File: config.mk
export PLATFORM = sky130hd
export DESIGN_NAME = hazard_ctrl
export DESIGN_NICKNAME = d
export VERILOG_FILES = /design/src/rtl/hazard_ctrl.sv
export SDC_FILE = /design/constraint.sdc
export NUM_CORES = 1
export LEC_CHECK = 0
export ABC_AREA = 1
export CELL_PAD_IN_SITES_DETAIL_PLACEMENT = 1
export CELL_PAD_IN_SITES_GLOBAL_PLACEMENT = 1
export CORE_MARGIN = 2
export CORE_UTILIZATION = 18
export CTS_CLUSTER_SIZE = 12
export DETAILED_ROUTE_END_ITERATION = 7
export PLACE_DENSITY = 0.76
export SLEW_MARGIN = 20
export SYNTH_ARGS = -nofsm -noshare
export SYNTH_HDL_FRONTEND = slang
export SYNTH_SLANG_ARGS = --single-unit
export TNS_END_PERCENT = 50
File: constraint.sdc
create_clock -name i_clk -period 1 [get_ports i_clk]
set_input_delay 0.2 -clock i_clk [delete_from_list [all_inputs] [get_ports i_clk]]
set_output_delay 0.2 -clock i_clk [all_outputs]
set_load 0.01 [all_outputs]
File: src/rtl/hazard_ctrl.sv
// Pipeline hazard/control unit: forwarding, load-use stall, branch flush and cache-refill freeze.
// Optional performance counters (and the CNT_WIDTH parameter) exist only under HAZARD_PERF_CNT_EN.
module hazard_ctrl #(
    parameter int unsigned REG_ADDR_W = 5
`ifdef HAZARD_PERF_CNT_EN
    ,
    parameter int unsigned CNT_WIDTH  = 32
`endif
) (
    input  logic                  i_clk,
    input  logic                  i_arst,
    input  logic [REG_ADDR_W-1:0] i_rs1_addrD,
    input  logic [REG_ADDR_W-1:0] i_rs2_addrD,
    input  logic [REG_ADDR_W-1:0] i_rs1_addrE,
    input  logic [REG_ADDR_W-1:0] i_rs2_addrE,
    input  logic [REG_ADDR_W-1:0] i_rd_addrE,
    input  logic [REG_ADDR_W-1:0] i_rd_addrM,
    input  logic [REG_ADDR_W-1:0] i_rd_addrW,
    input  logic                  i_reg_weM,
    input  logic                  i_reg_weW,
    input  logic                  i_loadE,
    input  logic                  i_pc_srcE,
    input  logic                  i_icache_miss,
    input  logic                  i_dcache_miss,
    input  logic                  i_mem_ready,
    output logic                  o_stallF,
    output logic                  o_stallD,
    output logic                  o_flushD,
    output logic                  o_flushE,
    output logic                  o_stallE,
    output logic                  o_stallM,
    output logic                  o_stallW,
    output logic [1:0]            o_forwardAE,
    output logic [1:0]            o_forwardBE,
`ifdef HAZARD_PERF_CNT_EN
    output logic [CNT_WIDTH-1:0]  o_lu_stall_cnt,
    output logic [CNT_WIDTH-1:0]  o_mem_stall_cnt,
    output logic [CNT_WIDTH-1:0]  o_flush_cnt,
`endif
    output logic                  o_refill_busy
);

    typedef enum logic [1:0] {StIdle, StDRefill, StIRefill} state_e;

    state_e state_q;
    logic   busy_q;
    logic   lu;
    logic   mem_stall;

    always_comb begin
        o_forwardAE = 2'b00;
        if (i_reg_weM && (i_rs1_addrE != '0) && (i_rs1_addrE == i_rd_addrM)) begin
            o_forwardAE = 2'b10;
        end else if (i_reg_weW && (i_rs1_addrE != '0) && (i_rs1_addrE == i_rd_addrW)) begin
            o_forwardAE = 2'b01;
        end
    end

    always_comb begin
        o_forwardBE = 2'b00;
        if (i_reg_weM && (i_rs2_addrE != '0) && (i_rs2_addrE == i_rd_addrM)) begin
            o_forwardBE = 2'b10;
        end else if (i_reg_weW && (i_rs2_addrE != '0) && (i_rs2_addrE == i_rd_addrW)) begin
            o_forwardBE = 2'b01;
        end
    end

    assign lu = i_loadE && (i_rd_addrE != '0) &&
                ((i_rd_addrE == i_rs1_addrD) || (i_rd_addrE == i_rs2_addrD));

    // D-cache wins from IDLE: the M-stage access belongs to the older instruction.
    always_ff @(posedge i_clk) begin
        if (i_arst) begin
            state_q <= StIdle;
            busy_q  <= 1'b0;
        end else begin
            unique case (state_q)
                StIdle: begin
                    if (i_dcache_miss) begin
                        state_q <= StDRefill;
                        busy_q  <= 1'b1;
                    end else if (i_icache_miss) begin
                        state_q <= StIRefill;
                        busy_q  <= 1'b1;
                    end
                end
                StDRefill, StIRefill: begin
                    if (i_mem_ready) begin
                        state_q <= StIdle;
                        busy_q  <= 1'b0;
                    end
                end
                default: begin
                    state_q <= StIdle;
                    busy_q  <= 1'b0;
                end
            endcase
        end
    end

    // A miss freezes the pipe in the cycle it appears, before the FSM has registered it.
    assign mem_stall     = busy_q || i_dcache_miss || i_icache_miss;
    assign o_refill_busy = busy_q;

    assign o_stallF = mem_stall || lu;
    assign o_stallD = mem_stall || lu;
    assign o_stallE = mem_stall;
    assign o_stallM = mem_stall;
    assign o_stallW = mem_stall;
    // Freeze beats flush; E keeps pc_srcE alive so the redirect still flushes after release.
    assign o_flushE = !mem_stall && (lu || i_pc_srcE);
    assign o_flushD = !mem_stall && i_pc_srcE;

`ifdef HAZARD_PERF_CNT_EN
    logic [CNT_WIDTH-1:0] lu_cnt_q, mem_cnt_q, flush_cnt_q;

    always_ff @(posedge i_clk) begin
        if (i_arst) begin
            lu_cnt_q    <= '0;
            mem_cnt_q   <= '0;
            flush_cnt_q <= '0;
        end else begin
            if (lu && !mem_stall && (lu_cnt_q != '1)) begin
                lu_cnt_q <= lu_cnt_q + 1'b1;
            end
            if (mem_stall && (mem_cnt_q != '1)) begin
                mem_cnt_q <= mem_cnt_q + 1'b1;
            end
            if (i_pc_srcE && !mem_stall && (flush_cnt_q != '1)) begin
                flush_cnt_q <= flush_cnt_q + 1'b1;
            end
        end
    end

    assign o_lu_stall_cnt  = lu_cnt_q;
    assign o_mem_stall_cnt = mem_cnt_q;
    assign o_flush_cnt     = flush_cnt_q;
`endif

endmodule
After elaboration in Yosys (flattened, before gate mapping) --
Index checks and enable logic that the tools add are counted.
Storage, ports and cells: register bits 3, bits in latches 0, bits in writable memories 0, bits in read-only memories 0, word-level logic and storage cells 48, memories 0
Operators by class: $add $sub $neg 0, $mul 0, divide/modulo/power cells 0, order comparisons 0, equal/unequal tests 10, shift operators 0, muxes and demuxes 12, bitwise gates (word level) 0, reductions and logical operators 24
Operators with widths (count):
- $eq A5 B5 Y1 | 6
- $reduce_bool A5 Y1 | 3
- $logic_and A1 B1 Y1 | 12
- $mux W2 | 5
- $logic_or A1 B1 Y1 | 5
- $mux W1 | 5
- $pmux W2 S2 | 1
- $ne A3 B3 Y1 const B | 1
- $eq A2 B1 Y1 const B | 1
- $eq A2 B2 Y1 const B | 1
- $logic_not A2 Y1 | 1
- $ne A2 B2 Y1 const B | 1
- $pmux W1 S2 | 1
- $reduce_and A2 Y1 | 1
- $reduce_or A2 Y1 | 1
- $logic_not A1 Y1 | 1

Depth between registers and ports, before layout --
Gate-level depths: netlist of run 1.
word-level depth 5, mapped depth 9, mapped depth without buffers 8

Worst setup path before layout of run 1 --
No wires, ideal clock.
path type input to output, from in i_rs1_addrE[3], to out o_forwardAE[0], arrival 0.870 ns, data required time 0.800 ns, setup slack -0.070 ns, cell stages on the path 5, cell sequence or2_0 > a21oi_1 > nand3b_1 > nor2_2 > nor2_1
Between the ends: word-level cells in the longest chain between the ends 5
RTL lines:
- start: declaration | RTL line 14 | input logic [REG_ADDR_W-1:0] i_rs1_addrE,
- $reduce_bool A5 Y1 | RTL line 52, 54
- $logic_and A1 B1 Y1 (2 in a row) | RTL line 54 | end else if (i_reg_weW && (i_rs1_addrE != '0) && (i_rs1_addrE == i_rd_addrW)) begin
- $mux W1 | RTL line 54
- $mux W2 * | RTL line 52 | if (i_reg_weM && (i_rs1_addrE != '0) && (i_rs1_addrE == i_rd_addrM)) begin
- end: declaration | RTL line 33 | output logic [1:0] o_forwardAE,
Mark *: on every way between the ends. The rest lies on a longest branch, timed or not.

Worst setup path after layout of run 1 --
from in i_rd_addrM[3], to out o_forwardAE[0]
Between the ends: word-level cells in the longest chain between the ends 3
RTL lines:
- start: declaration | RTL line 17 | input logic [REG_ADDR_W-1:0] i_rd_addrM,
- $eq A5 B5 Y1 | RTL line 52
- $logic_and A1 B1 Y1 | RTL line 52
- $mux W2 | RTL line 52
No other way between the ends.

==> reports/results.ini, run 1 <==
[global_routing]
grt_first_pass_wirelength_um=4540
grt_max_degree=6
initial_antenna_violation_count=0
global_route.overflow_total=0
grt_pass1_vias=1094
grt_util_all_layers_pct=12.7

[sta]
unrepaired_setup_endpoints_after_global_routing=yes
totalNegativeSetupSlack_ns=-2.12
max_slew_margin_pct=86.9
fin_ws_ns=-0.248
peak_freq_ghz=0.802
fin_skew_ns=0.000469
min_period_over_period_pct=125
hold_viol_final=0
worst_slew_pin_slew_ns=0.194
timing.final.setup_violations=14
timing.final.crit_period_ns=1.25
slew_violations=0

[floorplanning]
floorplan.die.height_um=67.6
die_w_um=67.6
num_rows=23
initial_utilization_pct=18.4
ports=56
floorplan.die_area_mm2=0.00456
floorplan.core_area_mm2=0.00394

[clocking]
h_tree_depth=1
cts_tree=done
tritoncts_num_sinks=3
cts_root_buf=sky130_fd_sc_hd__clkbuf_8
cts-hold-fix-buffers=0
clock_tree.buffer_depth=2
clkSlewWorstSetupHoldPaths_ns=0.03
cts_buffers=3
worstSkewPairLatency_ns=0.21

[route]
drt_iter0_markers=21
drt.antenna.violating_nets=0
route.detailed.drc=0
drt-wirelength-per-cell_um=11.0
via_count=1120
drt-total-wl_um=2910
drt-pass1-iter-count=2
vias_per_cell=4.23

[layout]
num-fill-cells=536
layout.cell_area.non_filler_mm2=0.00152
syn_to_final_growth_pct=109
layout_commonest_cell=sky130_fd_sc_hd__nand2_1
finish.cell_count_without_fillers=265
final_layout_size_suffix_gt1_share_pct=53.5
final_nets=261
antenna_cells=0
layout_common_cells=sky130_fd_sc_hd__nand2_1 (36), sky130_fd_sc_hd__buf_2 (30), sky130_fd_sc_hd__buf_6 (18)

[logic_synthesis]
synth_flop_cell=sky130_fd_sc_hd__dfxtp_1
synthesis.yosys.warnings=0
async_set_or_reset_flop_fraction_in_the_synthesized_netlist_pct=0
synth_enable_flop_cells=0
synthesis.area_per_instance_um2=5.12
netlist_area_um2=727
synthesis.instances=142
synth_sequential_area_ratio_pct=8.26
ys_ff_latch=3
netlist-cell-type-count=21
postSynthNetCount=187

[setup_path]
cp.arrival_ns=1.05
path_class=in -> out
crit_path_end_kind=primary output
setup.worst_path.start=i_rd_addrM[3]
worstSetupStartpointType=input port
r2r_start=state_q[0]$_SDFFE_PP0P_
path_max_fanout=2
reg2reg_slack_ns=-0.10
worst-endpoint-required_ns=0.80

[pwr]
pwr_density_cell_mw_per_mm2=711
power_leakage_nw=0.801
vdd_ir_drop_max_uv=235

[place]
portBuffers=55
dpl.hpwl_um=2380
placed_cells=257
placed_cell_area_mm2=0.00144
gp_congestion=0.826

[status]
outcome=finished, violations left
violations=negative setup slack

[job]
drv_cap=0

[min_path]
worst_hold_startpoint=i_dcache_miss
min_path_type=in -> reg

-- cell usage after synthesis (2+ instances only) --
library cell               count  area share, %
sky130_fd_sc_hd__buf_4         3            3.1
sky130_fd_sc_hd__nand3_1       9            6.2
sky130_fd_sc_hd__o22ai_1       2            1.7
sky130_fd_sc_hd__a21oi_1       4            2.8
sky130_fd_sc_hd__xor2_1        3            3.6
sky130_fd_sc_hd__inv_1        30             15
sky130_fd_sc_hd__o21ai_0       5            3.4
sky130_fd_sc_hd__nand4_1       5            4.3
sky130_fd_sc_hd__xnor2_1       8            9.6
sky130_fd_sc_hd__dfxtp_1       3            8.3
sky130_fd_sc_hd__nand2_1      43             22
sky130_fd_sc_hd__nor3_1        2            1.4
sky130_fd_sc_hd__nand3b_1      2            2.1
sky130_fd_sc_hd__nor2_1       16            8.3
-- cells by family (layout without fill, tap and decap cells) --
logic type | count (synthesis) | in the layout | synth area share [%]
xor gates and xnor gates | 11 | 11 | 13.3
and+or+nand+nor | 80 | 80 | 47.0
buffers and inverters | 33 | 106 | 18.6
adders and majority gates | 1 | 1 | 1.72
AOI/OAI and AO/OA | 14 | 14 | 11.2
DFF | 3 | 3 | 8.26
-- worst paths after layout --
kind,endpoint,cells past startpoint
max,o_forwardAE[0],7
min,state_q[0]$_SDFFE_PP0P_,3
max reg2reg,state_q[0]$_SDFFE_PP0P_,5
min reg2reg,state_q[1]$_SDFFE_PP0P_,2
-- sequential cells by signal, indices dropped and copies added (netlist names) --
| signal | flops |
|---|---|
| o_refill_busy | 1 |
| state_q | 2 |
-- routing by layer --
metal  global-route usage [%]  vias up  routed length, um
met5                        0        -                  0
met4                     1.53        0                  0
met3                     2.83        0                270
met2                     25.2       42               1520
met1                     13.9      496               1120
li1                         -      582                  -
-- critical path: stages --
cell and delay, ns:
sky130_fd_sc_hd__buf_8 0.10, sky130_fd_sc_hd__or2_0 0.21, sky130_fd_sc_hd__a21oi_1 0.14, sky130_fd_sc_hd__nand3b_1 0.10, sky130_fd_sc_hd__nor2_2 0.13, sky130_fd_sc_hd__nor2_2 0.04, sky130_fd_sc_hd__buf_2 0.13
-- timing repair --
| item | 4_1_cts | 5_1_grt |
|---|---|---|
| endpoints found under the setup margin | 15 | 15 |
| gates resized for setup | 247 | 22 |
| setup buffers | 4 | 0 |
| pin swaps | 55 | 24 |
-- power by group --
part | switching, mW | total [mW] | internal [mW]
Combinational | 0.275 | 0.597 | 0.322
Clock | 0.0712 | 0.342 | 0.271
Sequential | 0.00823 | 0.142 | 0.134
Total | 0.355 | 1.08 | 0.727
-- cell type report --
| class | count | area (um^2) | area share (%) |
|---|---|---|---|
| multi-input combinational | 106 | 662 | 43.5 |
| timing repair buffer | 72 | 567 | 37.3 |
| inverter | 30 | 123 | 8.06 |
| sequential | 3 | 62.6 | 4.11 |
| tap | 50 | 62.6 | 4.11 |
| clock buffer | 4 | 45.0 | 2.96 |
-- metrics by stage --
stage | setup WS, ns | utilization, % | power (mW) | hold slack, ns
after floorplan | -0.0641 | - | 0.367 | 0.269
after global placement | -1.03 | 36.4 | 0.687 | 0.455
after detailed placement | -1.06 | 36.4 | 0.695 | 0.460
after CTS | -0.265 | 37.2 | 1.05 | 0.312
after global routing | -0.298 | 38.6 | 1.17 | 0.323
final | -0.248 | 38.6 | 1.08 | 0.313
No activity file was read; power rests on OpenSTA's default activity.
==> inputs of run 2 (changes only) <==
- ABC_CLOCK_PERIOD_IN_PS: unset -> 1000
==> results of run 2 <==
The final DEF is identical to that of run 1; final timing and power are the same.
